### src/rtl/yapp_router_pkg.sv
// Shared types and constants for the YAPP router input side.
package yapp_router_pkg;

  localparam int YAPP_DATA_W  = 8;
  localparam int YAPP_MAX_LEN = 63;

  // Header byte layout: {length[7:2], addr[1:0]}
  typedef struct packed {
    logic [5:0] len;
    logic [1:0] addr;
  } yapp_hdr_t;

  typedef enum logic [1:0] {
    IDLE,
    PAYLOAD,
    PARITY,
    DROP
  } ctrl_state_e;

endpackage

### src/rtl/yapp_parity_acc.sv
// Byte-wide XOR accumulator for YAPP even parity.
// mismatch compares the running value against the presented byte, so it is
// valid combinationally while the parity byte sits on din.
module yapp_parity_acc #(
  parameter int DATA_W = 8
) (
  input  logic              clock,
  input  logic              reset,
  input  logic              clear,
  input  logic              load,
  input  logic              xor_en,
  input  logic [DATA_W-1:0] din,
  output logic [DATA_W-1:0] acc,
  output logic              mismatch
);

  // Accumulator: clear wins over load, load wins over xor.
  always_ff @(posedge clock or posedge reset) begin
    if (reset)       acc <= '0;
    else if (clear)  acc <= '0;
    else if (load)   acc <= din;
    else if (xor_en) acc <= acc ^ din;
  end

  assign mismatch = (acc ^ din) != '0;

endmodule

### src/rtl/yapp_pkt_ctrl.sv
// YAPP input packet controller: parses header/payload/parity, steers legal
// packets into the addressed output FIFO, drops illegal-address packets and
// back-pressures the source when the target FIFO is full.
// Optional build macro YAPP_PKT_STATS_EN adds saturating packet counters.
module yapp_pkt_ctrl
  import yapp_router_pkg::*;
#(
  parameter int NUM_PORTS = 3,
  parameter int DATA_W    = YAPP_DATA_W
) (
  input  logic                 clock,
  input  logic                 reset,
  input  logic [DATA_W-1:0]    data_in,
  input  logic                 in_data_vld,
  output logic                 suspend_data_in,
  input  logic [NUM_PORTS-1:0] fifo_full,
  output logic [NUM_PORTS-1:0] write_enb,
  output logic [DATA_W-1:0]    fifo_data,
  output logic                 err,
  output logic                 addr_err,
  output logic                 pkt_active
`ifdef YAPP_PKT_STATS_EN
  ,
  output logic [15:0]          good_pkt_cnt,
  output logic [15:0]          bad_par_cnt,
  output logic [15:0]          drop_cnt
`endif
);

  ctrl_state_e state, state_nxt;
  logic [5:0]  cnt, cnt_nxt;
  logic [1:0]  cur_addr, cur_addr_nxt;
  yapp_hdr_t   hdr;
  logic        accept;
  logic [3:0]  full_pad;
  logic        wr_p0, err_p0, addr_err_p0;
  logic        acc_clear, acc_load, acc_xor;
  logic [DATA_W-1:0] acc_val;
  logic        mismatch;

  function automatic logic [NUM_PORTS-1:0] onehot(input logic [1:0] a);
    onehot = NUM_PORTS'(1) << a;
  endfunction

  function automatic logic [15:0] sat_inc16(input logic [15:0] v);
    sat_inc16 = (v == 16'hFFFF) ? v : v + 16'd1;
  endfunction

  assign hdr        = yapp_hdr_t'(data_in[7:0]);
  assign accept     = in_data_vld && !suspend_data_in;
  assign pkt_active = (state != IDLE);

  // Widen the full flags to the 2-bit address space so any addr indexes safely.
  always_comb begin
    full_pad = '0;
    full_pad[NUM_PORTS-1:0] = fifo_full;
  end

  assign suspend_data_in = ((state == PAYLOAD) || (state == PARITY)) && full_pad[cur_addr];

  yapp_parity_acc #(.DATA_W(DATA_W)) u_parity_acc (
    .clock    (clock),
    .reset    (reset),
    .clear    (acc_clear),
    .load     (acc_load),
    .xor_en   (acc_xor),
    .din      (data_in),
    .acc      (acc_val),
    .mismatch (mismatch)
  );

  // Next-state and per-byte decisions for the accepted byte.
  always_comb begin
    state_nxt    = state;
    cnt_nxt      = cnt;
    cur_addr_nxt = cur_addr;
    wr_p0        = 1'b0;
    err_p0       = 1'b0;
    addr_err_p0  = 1'b0;
    acc_clear    = 1'b0;
    acc_load     = 1'b0;
    acc_xor      = 1'b0;
    if (accept) begin
      case (state)
        IDLE: begin
          cur_addr_nxt = hdr.addr;
          cnt_nxt      = hdr.len;
          acc_load     = 1'b1;
          if (32'(hdr.addr) >= NUM_PORTS) begin
            addr_err_p0 = 1'b1;
            state_nxt   = DROP;
          end else begin
            wr_p0     = 1'b1;
            state_nxt = (hdr.len != 6'd0) ? PAYLOAD : PARITY;
          end
        end
        PAYLOAD: begin
          wr_p0   = 1'b1;
          acc_xor = 1'b1;
          cnt_nxt = cnt - 6'd1;
          if (cnt == 6'd1) state_nxt = PARITY;
        end
        PARITY: begin
          wr_p0     = 1'b1;
          err_p0    = mismatch;
          acc_clear = 1'b1;
          state_nxt = IDLE;
        end
        DROP: begin
          // cnt counts payload bytes left; the byte seen at cnt==0 is parity.
          if (cnt == 6'd0) begin
            acc_clear = 1'b1;
            state_nxt = IDLE;
          end else begin
            cnt_nxt = cnt - 6'd1;
          end
        end
        default: state_nxt = IDLE;
      endcase
    end
  end

  // Control state register.
  always_ff @(posedge clock or posedge reset) begin
    if (reset) begin
      state    <= IDLE;
      cnt      <= '0;
      cur_addr <= '0;
    end else begin
      state    <= state_nxt;
      cnt      <= cnt_nxt;
      cur_addr <= cur_addr_nxt;
    end
  end

  // Registered FIFO write port and error pulses (stage p0 -> outputs).
  always_ff @(posedge clock or posedge reset) begin
    if (reset) begin
      write_enb <= '0;
      fifo_data <= '0;
      err       <= 1'b0;
      addr_err  <= 1'b0;
    end else begin
      write_enb <= wr_p0 ? onehot(cur_addr_nxt) : '0;
      if (wr_p0) fifo_data <= data_in;
      err       <= err_p0;
      addr_err  <= addr_err_p0;
    end
  end

`ifdef YAPP_PKT_STATS_EN
  logic par_done, drop_done;
  assign par_done  = accept && (state == PARITY);
  assign drop_done = accept && (state == DROP) && (cnt == 6'd0);

  // Saturating packet statistics, updated alongside the err pulse.
  always_ff @(posedge clock or posedge reset) begin
    if (reset) begin
      good_pkt_cnt <= '0;
      bad_par_cnt  <= '0;
      drop_cnt     <= '0;
    end else begin
      if (par_done && !mismatch) good_pkt_cnt <= sat_inc16(good_pkt_cnt);
      if (par_done && mismatch)  bad_par_cnt  <= sat_inc16(bad_par_cnt);
      if (drop_done)             drop_cnt     <= sat_inc16(drop_cnt);
    end
  end
`endif

endmodule
### config.mk
export PLATFORM = sky130hd
export DESIGN_NAME = yapp_pkt_ctrl
export DESIGN_NICKNAME = d
export VERILOG_FILES = /design/src/rtl/yapp_router_pkg.sv /design/src/rtl/yapp_parity_acc.sv /design/src/rtl/yapp_pkt_ctrl.sv
export SDC_FILE = /design/constraint.sdc
export NUM_CORES = 1
export LEC_CHECK = 0
export ABC_CLOCK_PERIOD_IN_PS = 2500
export CORE_ASPECT_RATIO = 0.5
export CORE_MARGIN = 4
export CORE_UTILIZATION = 54
export CTS_CLUSTER_DIAMETER = 40
export DETAILED_ROUTE_END_ITERATION = 10
export GPL_TIMING_DRIVEN = 1
export PLACE_DENSITY = 0.8
export SYNTH_ARGS = -nofsm -noshare
export SYNTH_HDL_FRONTEND = slang
export SYNTH_SLANG_ARGS = --single-unit
### constraint.sdc
create_clock -name clock -period 2.5 [get_ports clock]
set_clock_uncertainty 0.2 [all_clocks]
set_input_delay 0.25 -clock clock [delete_from_list [all_inputs] [get_ports clock]]
set_output_delay 0.25 -clock clock [all_outputs]
set_load 0.03 [all_outputs]
## Word level (Yosys, flattened, before mapping)

Cells that the tools add are included.

| cells by class | value |
|---|---|
| $add $sub $neg | 1 |
| $lt $le $gt $ge | 2 |
| equality and inequality tests | 7 |
| shift-type cells | 1 |
| mux-type cells | 30 |
| bitwise gates (word level) | 1 |
| reductions and logical operators | 14 |

Operator list:

| operator | number |
|---|---|
| 2-to-1 mux 8 bit | 3 |
| case mux 6 bit (3 select lines) | 1 |
| 2-to-1 mux 1 bit | 14 |
| 2-to-1 mux 2 bit | 6 |
| case mux 2 bit (4 select lines) | 1 |
| nonzero test 8 bit | 1 |
| bitwise XOR 8 bit | 1 |
| == test 6 x 1 -> 1 bit, second input constant | 1 |
| zero test 6 bit | 1 |
| 2-to-1 mux 6 bit | 1 |
| AND reduction 3 bit | 2 |
| nonzero test 3 bit | 2 |
| nonzero test 6 bit | 1 |
| subtractor 6 x 1 -> 6 bit, second input constant | 1 |
| == test 2 bit, second input constant | 2 |
| inequality test 2 bit, second input constant | 2 |
| case mux 1 bit (2 select lines) | 2 |
| less-than comparator 2 x 3 -> 1 bit, second input constant | 1 |
| 2-to-1 mux 3 bit | 1 |
| left shift 1 x 2 -> 3 bit, first input constant | 1 |
| binary-select mux 1 bit (select 2 bit) | 1 |
| == test 2 x 1 -> 1 bit, second input constant | 1 |
| greater-or-equal comparator 2 bit, second input constant | 1 |
| logical AND 1 bit | 2 |
| 6 further kinds | 6 |

| word-level totals | value |
|---|---|
| register bits | 31 |
| input bits | 14 |
| output and inout bits | 15 |
| logic and storage cells | 64 |

## Logic depth before layout (Yosys ltp)

Gate-level depths: netlist of the first run.

| logic depth | value |
|---|---|
| word-level depth | 9 |
| gate-level depth with buffers | 7 |
| gate-level depth less buffers | 6 |

## By module

From an unflattened synthesis of the first run, not the netlist that was laid out.

| second synthesis, totals | value |
|---|---|
| cells, all modules | 193 |
| area, all modules | 1864.3 um2 |

By module, submodules not included:

| module | times used | cells each | area an instance (um2) | sequential area each (um2) |
|---|---|---|---|---|
| yapp_pkt_ctrl | 1 | 130 | 1323.8 | 575.6 |
| yapp_parity_acc | 1 | 63 | 540.5 | 200.2 |

## Worst setup path after synthesis of the first run

OpenSTA, ideal clock, no wires.

| timing | value |
|---|---|
| path type | register -> register |
| start | reg state[0] |
| end | reg fifo_data[0] |
| library setup time | 0.125 ns |
| arrival time | 1.912 ns |
| required time | 2.175 ns |
| slack | 0.262 ns |
| cell stages (with the launch flop) | 8 |
| buffers on the path | 1 |
| period minus slack after synthesis | 2.238 ns |
| cell sequence | dfrtp_1 inv_1 ha_1 nand4b_1 o311ai_4 or3_4 buf_6 mux2_4 |

| between the ends | value |
|---|---|
| longest elaborated chain between the ends | 6 |
| elaborated cells on any way between the ends | 10 |
| those cells by class | eq/ne (2); mux (2); reduce/logical (6) |

Ends and longest elaborated chain:

| element | RTL line | source |
|---|---|---|
| start: declaration | yapp_pkt_ctrl.sv:30 | `ctrl_state_e state, state_nxt;` |
| start signal: assignment | yapp_pkt_ctrl.sv:130 | `state <= state_nxt;` |
| branches (longest 5 deep; another with == test 2 x 1 -> 1 bit) | -- |  |
| 2-to-1 mux 1 bit * | yapp_pkt_ctrl.sv:83 | `if (accept) begin` |
| end signal: assignment | yapp_pkt_ctrl.sv:145 | `if (wr_p0) fifo_data <= data_in;` |
| end: declaration | yapp_pkt_ctrl.sv:18 | `output logic [DATA_W-1:0] fifo_data,` |

Every way passes the cells marked *.
A chain may end at the register's enable or synchronous reset.

## Worst setup path in the final report of the first run

| timing | value |
|---|---|
| start | reg state[0] |
| end | reg fifo_data[3] |

Same word-level chain as after synthesis.

==> metrics.md, run 1 <==
| Metric | Value |
|---|---|
| Syn Area/Cell | `9.590 um^2` |
| Vias/cell | `5.840` |
| Reg clk slew, reported paths | `about 0.070 ns` |
| Net Sw Frac | `0.4401` |
| Skew-Pair Late Insertion Delay | `around 0.29 ns` |
| Status | `finished clean` |
| Fill cells | `225` |
| # port buffers | `28` |
| Leading post-synthesis cells by cell area | `dfrtp_1, mux2_4, ha_1, nand2_1, o221ai_1` |
| Die width | `92.29 um` |
| Yosys top cell by area | `dfrtp_1` |
| Post-Syn Area | `1918 um^2` |
| Cts bufs inserted | `5` |
| IO Count | `29` |
| Startpoint Class | `register` |
| Maxcap violations | `0` |
| Htree depth | `2` |
| Pint | `1.884 mW` |
| Clock Power Share | `0.132` |
| Ant diodes | `0` |
| Setup TNS | `0 ns` |
| Leak | `1.026 nW` |
| Comb power frac | `0.573` |
| Endpoint class of the critical path | `register` |
| RSZ-0062 raised after global routing | `false` |
| Peak supply drop | `0.0007327 V` |
| Post-route ant nets | `0` |
| Vias in the first global route | `1,641` |
| Hold Crit Class | `input port to asynchronous set/reset pin` |
| Fin crit period | `about 2.4 ns` |
| Mapped Cells | `200` |
| Tcrit/Tclk final | `0.9445` |
| Syn nets | `221` |
| Initial antenna violation count | `0` |
| CTS tree | `built` |
| Row cnt | `14` |
| DR DRC count | `0` |
| Total number of vias | `about 1,600` |
| Fin nets | `253` |
| Total power | `3.365 mW` |
| Starting DRT DRC Count | `146` |
| Gp weighted congestion | `0.8842` |
| Layout cells sized above 1 | `0.1545` |
| Worst EP arrival | `around 2.3 ns` |
| Die Y | `50.15 um` |
| Pwr/cell area | `approximately 1400 nW/um^2` |
| First-pass GRT wire length | `~8.1 mm` |
| Grt ovf | `0` |
| Final setup vio count | `0` |
| WL final | `between 4 and 5 mm` |
| Commonest non-fill, non-tap cell in the layout | `dfrtp_1` |
| Synth top area share | `0.4044` |
| Register area share after synthesis | `0.4044` |
| Net Switching | `1.481 mW` |
| Crit-path max FO | `11` |
| Reg power frac | `0.294` |
| CTS root buf | `clkbuf_8` |
| Hold Vio Cnt, Final | `0` |
| Final Slew Violations | `0` |
| Die Area | `4628 um^2` |
| Achievable clock frequency | `0.4235 GHz` |
| Clock sinks | `31` |
| Initial core utilization | `0.6016` |
| Total track usage | `0.2235` |
| Slew @ Worst Pin | `~0.6 ns` |
| Hpwl dp | `3.220 mm` |
| Synth unique cells | `39` |
| Type of the worst setup path | `register to register` |
| Largest net degree at the start of global routing | `32` |
| Detailed Routing Iterations Pass 1 | `4` |
| Commonest cells after routing, fill and taps aside | `dfrtp_1, clkdlybuf4s50_1, nand2_1` |
| Seq cells post-synth | `31` |
| Avg WL per Cell | `16.94 um` |
| Worst path required time | `2.47 ns` |
| Slew headroom | `0.6082` |
| Synth Warn # | `0` |
| Clock Path Buffers | `2` |
| Area grow syn2layout | `24.33%` |
| Area of the core | `~3200 um^2` |
Yosys cell counts, drive strengths merged:
cell type,n
a211oi,1
a21oi,6
a221oi,1
a31oi,5
and2,3
and3,1
buf,4
clkbuf,8
dfrtp,31
ha,7
inv,8
mux2,12
mux2i,4
nand2,21
nand3,8
nand3b,2
nand4b,1
nor2,15
nor2b,10
nor3,3
nor4,7
o21ai,12
o221ai,8
o22a,2
o311a,1
o311ai,1
o31ai,2
o41ai,2
or2,2
or3,2
or3b,1
or4,1
xor2,8
power by group through the flow:
stage / Combinational, mW / Sequential, mW / Clock [mW]
3_5_place_dp: 1.88 / 0.984 / 0
4_1_cts: 1.90 / 0.982 / 0.448
5_1_grt: 2.10 / 1.03 / 0.483
3_3_place_gp: 1.83 / 0.978 / 0
6_report: 1.93 / 0.991 / 0.446
2_1_floorplan: 1.23 / 1.10 / 0
per-layer routing:
| layer | GRT usage | wire [um] | vias to the layer above |
|---|---|---|---|
| met5 | 0 | 0 | - |
| met4 | 0.06650 | 50 | 0 |
| met3 | 0.05970 | 256 | 8 |
| met2 | 0.3466 | 2161 | 57 |
| met1 | 0.3108 | 2292 | 793 |
| li1 | - | - | 783 |
per-stage QoR:
stage | hold WS (ns) | worst slack (ns) | util | cell area (um^2) | std cells
CTS | 0.1695 | 0.05025 | 0.7433 | 2370 | 281
global placement | 0.2893 | 0.2535 | 0.7119 | 2270 | 273
floorplan | 0.1535 | 0.2625 | - | 1918 | 200
finish | 0.1465 | 0.1387 | 0.7480 | 2385 | 281
detailed placement | 0.2956 | 0.1528 | 0.7119 | 2270 | 273
global route | 0.1933 | 0.01625 | 0.7480 | 2385 | 281
final cells by class:
class | count | area, um^2 | area share
clock buffers | 8 | 100.1 | 0.04197
inverters | 8 | 30.03 | 0.01259
multi-input cells | 149 | 1067 | 0.4475
flip-flops and latches | 31 | 777.0 | 0.3258
well taps | 48 | 60.06 | 0.02518
repair buffers | 37 | 350.3 | 0.1469
what timing repair did:
action,4_1_cts,5_1_grt
buffers inserted,0,0
hold buffers,0,0
resized for setup,0,4
setup endpoints to repair,0,9
logic make-up (layout without fill, tap and decap cells):
group,Yosys count,count (layout),synth area share
and+or+nand+nor,77,77,0.2061
AOI/OAI and AO/OA,41,41,0.1553
DFF,31,31,0.4044
buffers and inverters,20,53,0.04501
muxes,16,16,0.1070
xor gates and xnor gates,8,8,0.03653
adders and majority gates,7,7,0.04566
final timing paths:
kind,start,end,slack (ns),cells after the start
worst max-delay path,state[0],fifo_data[3],0.14,6
worst min-delay path,reset,fifo_data[0],0.15,3
worst max register to register,state[0],fifo_data[3],0.14,6
worst min register to register,fifo_data[4],fifo_data[4],0.31,1
max in group asynchronous,reset,cur_addr[1],1.65,3
min in group clock,fifo_data[4],fifo_data[4],0.31,1
flip-flops by register name, indices dropped and copies added (netlist names):
name,count
addr_err,1
cur_addr,2
write_enb,3
state,2
fifo_data,8
err,1
cnt,6
u_parity_acc.acc,8
worst max-delay path, stage by stage (launching register included):
cell and delay [ns]:
dfrtp_1 0.40, inv_1 0.11, ha_1 0.35, nand4b_1 0.19, o311ai_4 0.16, or3_4 0.51
mux2_4 0.33
No activity file was read; power rests on OpenSTA's default activity.
==> inputs of run 2 (changes only) <==
- CELL_PAD_IN_SITES_DETAIL_PLACEMENT: not set -> 1
- CELL_PAD_IN_SITES_GLOBAL_PLACEMENT: not set -> 2
- CORE_UTILIZATION: 54 -> 33
- PLACE_DENSITY: 0.8 -> not set
- PLACE_DENSITY_LB_ADDON: not set -> 0.1
- SLEW_MARGIN: not set -> 5
==> run 2 against run 1 <==
  * Non-clock buffer count increased by 3
  * Highest routed layer unchanged
  * Power increased by 5.5%
  * Core utilization decreased by 30 points
==> metrics.md, run 2 (same netlist as run 1, synthesis figures left out) <==
| Metric | Value |
|---|---|
| Status | `finished clean` |
| Commonest non-fill, non-tap cell in the layout | `dfrtp_1` |
| Vias in the first global route | `1,691 (+3.0%)` |
| Final setup vio count | `0 (unchanged)` |
| Starting DRT DRC Count | `127 (-13%)` |
| Worst path required time | `2.47 ns (about the same)` |
| Hold Buf Count CTS | `0 (unchanged)` |
| Slowest-stage cell, CP | `dfrtp_1` |
| Gp weighted congestion | `0.7542 (-15%)` |
| Final Util | `0.4444 (-0.3036)` |
| Leak | `1.059 nW (+3.2%)` |
| Non-filler instance count after layout | `308 (+9.6%)` |
| Fin area | `2472 um^2 (+3.7%)` |
| Die Area | `7170 um^2 (+55%)` |
| Area grow syn2layout | `28.90%` |
| Commonest cells after routing, fill and taps aside | `dfrtp_1, clkdlybuf4s50_1, nand2_1` |
| Fill cells | `648 (+190%)` |
| Pwr/cell area | `1436 nW/um^2 (+1.8%)` |
| # port buffers | `28 (unchanged)` |
| Reg clk slew, reported paths | `0.05 ns (-0.02 ns)` |
| Worst EP arrival | `2.34 ns (about the same)` |
| Setup TNS | `0 ns (unchanged)` |
| Post-CTS Setup Inserts | `0 (unchanged)` |
| DR DRC count | `0 (unchanged)` |
| Hold Vio Cnt, Final | `0 (unchanged)` |
| CTS root buf | `clkbuf_16` |
| CTS tree | `built` |
| Detailed Routing Iterations Pass 1 | `4 (unchanged)` |
| CP Buf/Inv Count | `2 (+1)` |
| Slew headroom | `0.6781 (+0.06992)` |
| Cells on worst reg2reg path | `7 (+1)` |
| Initial antenna violation count | `0 (unchanged)` |
| Placed cells | `301 (+10%)` |
| Final WS setup | `0.1207 ns (-0.01800 ns)` |
| Peak supply drop | `0.0005523 V (-25%)` |
| Initial core utilization | `0.3448 (-0.2568)` |
| Tcrit/Tclk final | `0.9517 (+0.007200)` |
| Die width | `115.8 um (+26%)` |
| Biggest regs | `fifo_data x8, u_parity_acc.acc x8, cnt x6` |
| Final Slew Violations | `0 (unchanged)` |
| DP Area | `2323 um^2 (+2.4%)` |
| Clock Path Buffers | `2 (unchanged)` |
| Startpoint Class | `register` |
| Die Y | `61.91 um (+23%)` |
| Crit-path max FO | `9 (-2)` |
| Post-route ant nets | `0 (unchanged)` |
| R2r startpoint | `state[0]` |
| Skew-Pair Late Insertion Delay | `0.28 ns (about the same)` |
| Hold Crit Class | `input port to asynchronous set/reset pin` |
| First-pass GRT wire length | `8.832 mm (+8.8%)` |
| Area of the core | `5563 um^2 (+74%)` |
| Achievable clock frequency | `0.4203 GHz (-0.76%)` |
| Total number of vias | `1,637 (-0.24%)` |
| Reg-to-reg endpoint | `state[0]` |
| Fin crit period | `2.379 ns (+0.01800 ns)` |
| CTS resizes | `0 (unchanged)` |
| Vias/cell | `5.315 (-9.0%)` |
| Total track usage | `0.1654 (-0.05814)` |
| IO Count | `29 (unchanged)` |
| RSZ-0062 raised after global routing | `false` |
| Worst reg2reg setup slack | `0.12 ns (-0.02 ns)` |
| Avg WL per Cell | `17.88 um (+5.5%)` |
| Fin nets | `256 (+1.2%)` |
| Clock sinks | `31 (unchanged)` |
| Maxcap violations | `0 (unchanged)` |
| Largest net degree at the start of global routing | `32 (unchanged)` |
| Total power | `3.551 mW (+5.5%)` |
| Worst hold margin | `0.1830 ns (+0.03643 ns)` |
| Cts bufs inserted | `5 (unchanged)` |
| Row cnt | `19 (+5)` |
| CP peak stage delay | `0.41 ns (-0.10 ns)` |
| Hpwl dp | `3.965 mm (+23%)` |
| Largest delay share family, worst path | `compound AO/OA/AOI/OAI gates` |
| Type of the worst setup path | `register to register` |
| Grt ovf | `0 (unchanged)` |
| Pre-CTS setup slack | `0.1341 ns (-0.01871 ns)` |
| Endpoint class of the critical path | `register` |
| Htree depth | `2 (unchanged)` |
| Ant diodes | `0 (unchanged)` |
| WL final | `5.506 mm (+16%)` |
| Layout cells sized above 1 | `0.1617 (+0.007196)` |
| Cells along the critical path | `inv_1 -> ha_2 -> nand4b_1 -> o311ai_4 -> buf_4 -> a221oi_1 -> mux2_2` |
| Slew @ Worst Pin | `0.4785 ns (-0.1071 ns)` |
run 2: worst max path at each step:
stage                  start  cells after the start            to  slack, ns
floorplan           state[0]                      7  fifo_data[0]       0.26
global placement    state[0]                      7      state[0]       0.22
detailed placement  state[1]                      7      state[0]       0.13
CTS                 state[0]                      4    pkt_active       0.04
global route        state[1]                      7      state[0]       0.03
finish              state[0]                      7      state[0]       0.12
run 2: power by group:
group	leakage, nW	switching (mW)	internal (mW)
registers	0.378	0.237	0.746
logic	0.608	1.06	0.898
clock network	0.0727	0.218	0.388
total	1.06	1.52	2.03
run 2: metal layers:
layer	share of wire	track usage
met5	0	0
met4	0.0076	0.03967
met3	0.048	0.04836
met2	0.42	0.2469
met1	0.52	0.2374
run 2: worst min-delay path, delay by kind of cell:
family | cells | cell delay (ns)
buffers and inverters | 3 | 0.84
run 2: area by class of cell:
type | instances | area, um^2 | share of cell area
well taps | 73 | 91.34 | 0.03694
clock buffers | 6 | 138.9 | 0.05617
inverters | 8 | 30.03 | 0.01215
clock inverters | 1 | 5.005 | 0.002024
flip-flops and latches | 31 | 775.7 | 0.3138
repair buffers | 40 | 372.9 | 0.1508
multi-input cells | 149 | 1059 | 0.4281
==> inputs of run 3 (changes only) <==
- CORE_MARGIN: 4 -> not set
==> run 3 against run 2 <==
  * Core utilization up 0.46 points
  * Critical path depth fell by 3
  * Clock-buffer cell count is the same
  * Critical path type is now register to primary output
  * Largest power group unchanged
==> metrics.md, run 3 (same netlist as run 1, synthesis figures left out) <==
| Metric | Value |
|---|---|
| Status | `finished clean` |
| Grt ovf | `0 (unchanged)` |
| Skew-Pair Late Insertion Delay | `0.28 ns (about the same)` |
| Detailed Routing Iterations Pass 1 | `4 (unchanged)` |
| First-pass GRT wire length | `8.976 mm (+1.6%)` |
| Die Area | `6140 um^2 (-14%)` |
| Setup TNS | `0 ns (unchanged)` |
| Area of the core | `5539 um^2 (-0.43%)` |
| Cts bufs inserted | `5 (unchanged)` |
| # port buffers | `28 (unchanged)` |
| Layout cells sized above 1 | `0.1624 (+0.0006910)` |
| Avg WL per Cell | `17.73 um (-0.84%)` |
| Hold Vio Cnt, Final | `0 (unchanged)` |
| CP peak stage delay | `0.59 ns (+0.18 ns)` |
| Final setup vio count | `0 (unchanged)` |
| Biggest regs | `fifo_data x8, u_parity_acc.acc x8, cnt x6` |
| Clock Path Buffers | `2 (unchanged)` |
| Hpwl dp | `3.726 mm (-6.0%)` |
| Gp weighted congestion | `0.7704 (+2.1%)` |
| DP Area | `2336 um^2 (+0.54%)` |
| Endpoint class of the critical path | `primary output` |
| WL final | `5.442 mm (-1.2%)` |
| Pwr/cell area | `1436 nW/um^2 (about the same)` |
| Final Slew Violations | `0 (unchanged)` |
| Clock sinks | `31 (unchanged)` |
| Die width | `109.8 um (-5.2%)` |
| Row cnt | `19 (unchanged)` |
| Commonest cells after routing, fill and taps aside | `dfrtp_1, clkdlybuf4s50_1, nand2_1` |
| Worst reg2reg setup slack | `0.14 ns (+0.02 ns)` |
| Initial core utilization | `0.3463 (+0.001480)` |
| Starting DRT DRC Count | `55 (-57%)` |
| Cells along the critical path | `mux2i_4 -> o21ai_0 -> and2_1 -> clkdlybuf4s50_1` |
| Commonest non-fill, non-tap cell in the layout | `dfrtp_1` |
| Die Y | `55.91 um (-9.7%)` |
| Fin nets | `256 (unchanged)` |
| Slew @ Worst Pin | `0.4598 ns (-0.01869 ns)` |
| Fill cells | `628 (-3.1%)` |
| CTS root buf | `clkbuf_16` |
| Fin crit period | `2.415 ns (+0.03553 ns)` |
| Tcrit/Tclk final | `0.9659 (+0.01421)` |
| Area grow syn2layout | `29.68%` |
| RSZ-0062 raised after global routing | `false` |
| Reg-to-reg endpoint | `cnt[3]` |
| Vias/cell | `5.225 (-1.7%)` |
| Leak | `1.043 nW (-1.5%)` |
| R2r startpoint | `state[0]` |
| Post-CTS Setup Inserts | `0 (unchanged)` |
| Cells on worst reg2reg path | `7 (unchanged)` |
| Achievable clock frequency | `0.4141 GHz (-1.5%)` |
| Total number of vias | `1,604 (-2.0%)` |
| Crit-path max FO | `7 (-2)` |
| Type of the worst setup path | `register to primary output` |
| Startpoint Class | `register` |
| Reg clk slew, reported paths | `0.05 ns (about the same)` |
| Worst path required time | `2.05 ns (-0.42 ns)` |
| Vias in the first global route | `1,663 (-1.7%)` |
| Post-route ant nets | `0 (unchanged)` |
| Peak supply drop | `0.0005079 V (-8.0%)` |
| Fin area | `2487 um^2 (+0.61%)` |
| Maxcap violations | `0 (unchanged)` |
| Total track usage | `0.2005 (+0.03510)` |
| Slowest-stage cell, CP | `clkdlybuf4s50_1` |
| Slew headroom | `0.6907 (+0.01257)` |
| Hold Crit Class | `input port to asynchronous set/reset pin` |
| Initial antenna violation count | `0 (unchanged)` |
| CTS tree | `built` |
| DR DRC count | `0 (unchanged)` |
| Worst EP arrival | `1.96 ns (-0.38 ns)` |
| Htree depth | `2 (unchanged)` |
| Largest net degree at the start of global routing | `32 (unchanged)` |
| IO Count | `29 (unchanged)` |
| Ant diodes | `0 (unchanged)` |
-- run 3: how the worst max path moves through the flow --
stage,start,end,slack (ns),cells after the start
4_1_cts,cur_addr[1],suspend_data_in,0.07,4
3_5_place_dp,state[0],state[1],0.13,7
6_report,cur_addr[1],suspend_data_in,0.09,4
5_1_grt,cur_addr[1],suspend_data_in,0.002,4
3_3_place_gp,state[0],state[0],0.21,7
2_1_floorplan,state[0],fifo_data[0],0.26,7
-- run 3: where the power goes --
part	switching (mW)	internal, mW	total [mW]
registers	0.258	0.747	1.01
clock network	0.207	0.357	0.564
logic	1.07	0.935	2.00
-- run 3: layer usage --
layer  vias to the layer above  wire (um)  track usage
met3                         6        198      0.08080
li1                        784          -            -
met1                       790       2992       0.3029
met5                         -          0            0
met2                        24       2202       0.2580
met4                         0         48      0.04952
-- run 3: final cells by class --
class	instances	area [um^2]	area share
Clock buffer	6	128.9	0.05181
Inverter	8	30.03	0.01207
Sequential cell	31	775.7	0.3119
Timing Repair Buffer	40	382.9	0.1539
Multi-Input combinational cell	149	1079	0.4336
Tap cell	73	91.34	0.03672
-- run 3: repair_timing --
action                     CTS  global route
hold buffers                 0             0
setup endpoints to repair    0             5
resized for setup            0             4
-- run 3: worst max-delay path: cells and delay by family (launching register included) --
family | cells | cell delay, ns
compound gates | 1 | 0.10
flops | 1 | 0.49
mux | 1 | 0.33
buf+inv | 1 | 0.59
simple gates | 1 | 0.17
-- run 3: per-stage QoR --
step,hold slack [ns],utilization,std cells,power [mW],worst slack (ns)
2_1_floorplan,0.1535,-,200,2.325,0.2625
3_3_place_gp,0.2923,0.4217,301,2.944,0.2144
3_5_place_dp,0.2929,0.4217,301,2.978,0.1286
4_1_cts,0.1894,0.4450,307,3.567,0.07080
5_1_grt,0.2545,0.4491,307,3.846,0.002491
6_report,0.1738,0.4491,307,3.572,0.08519
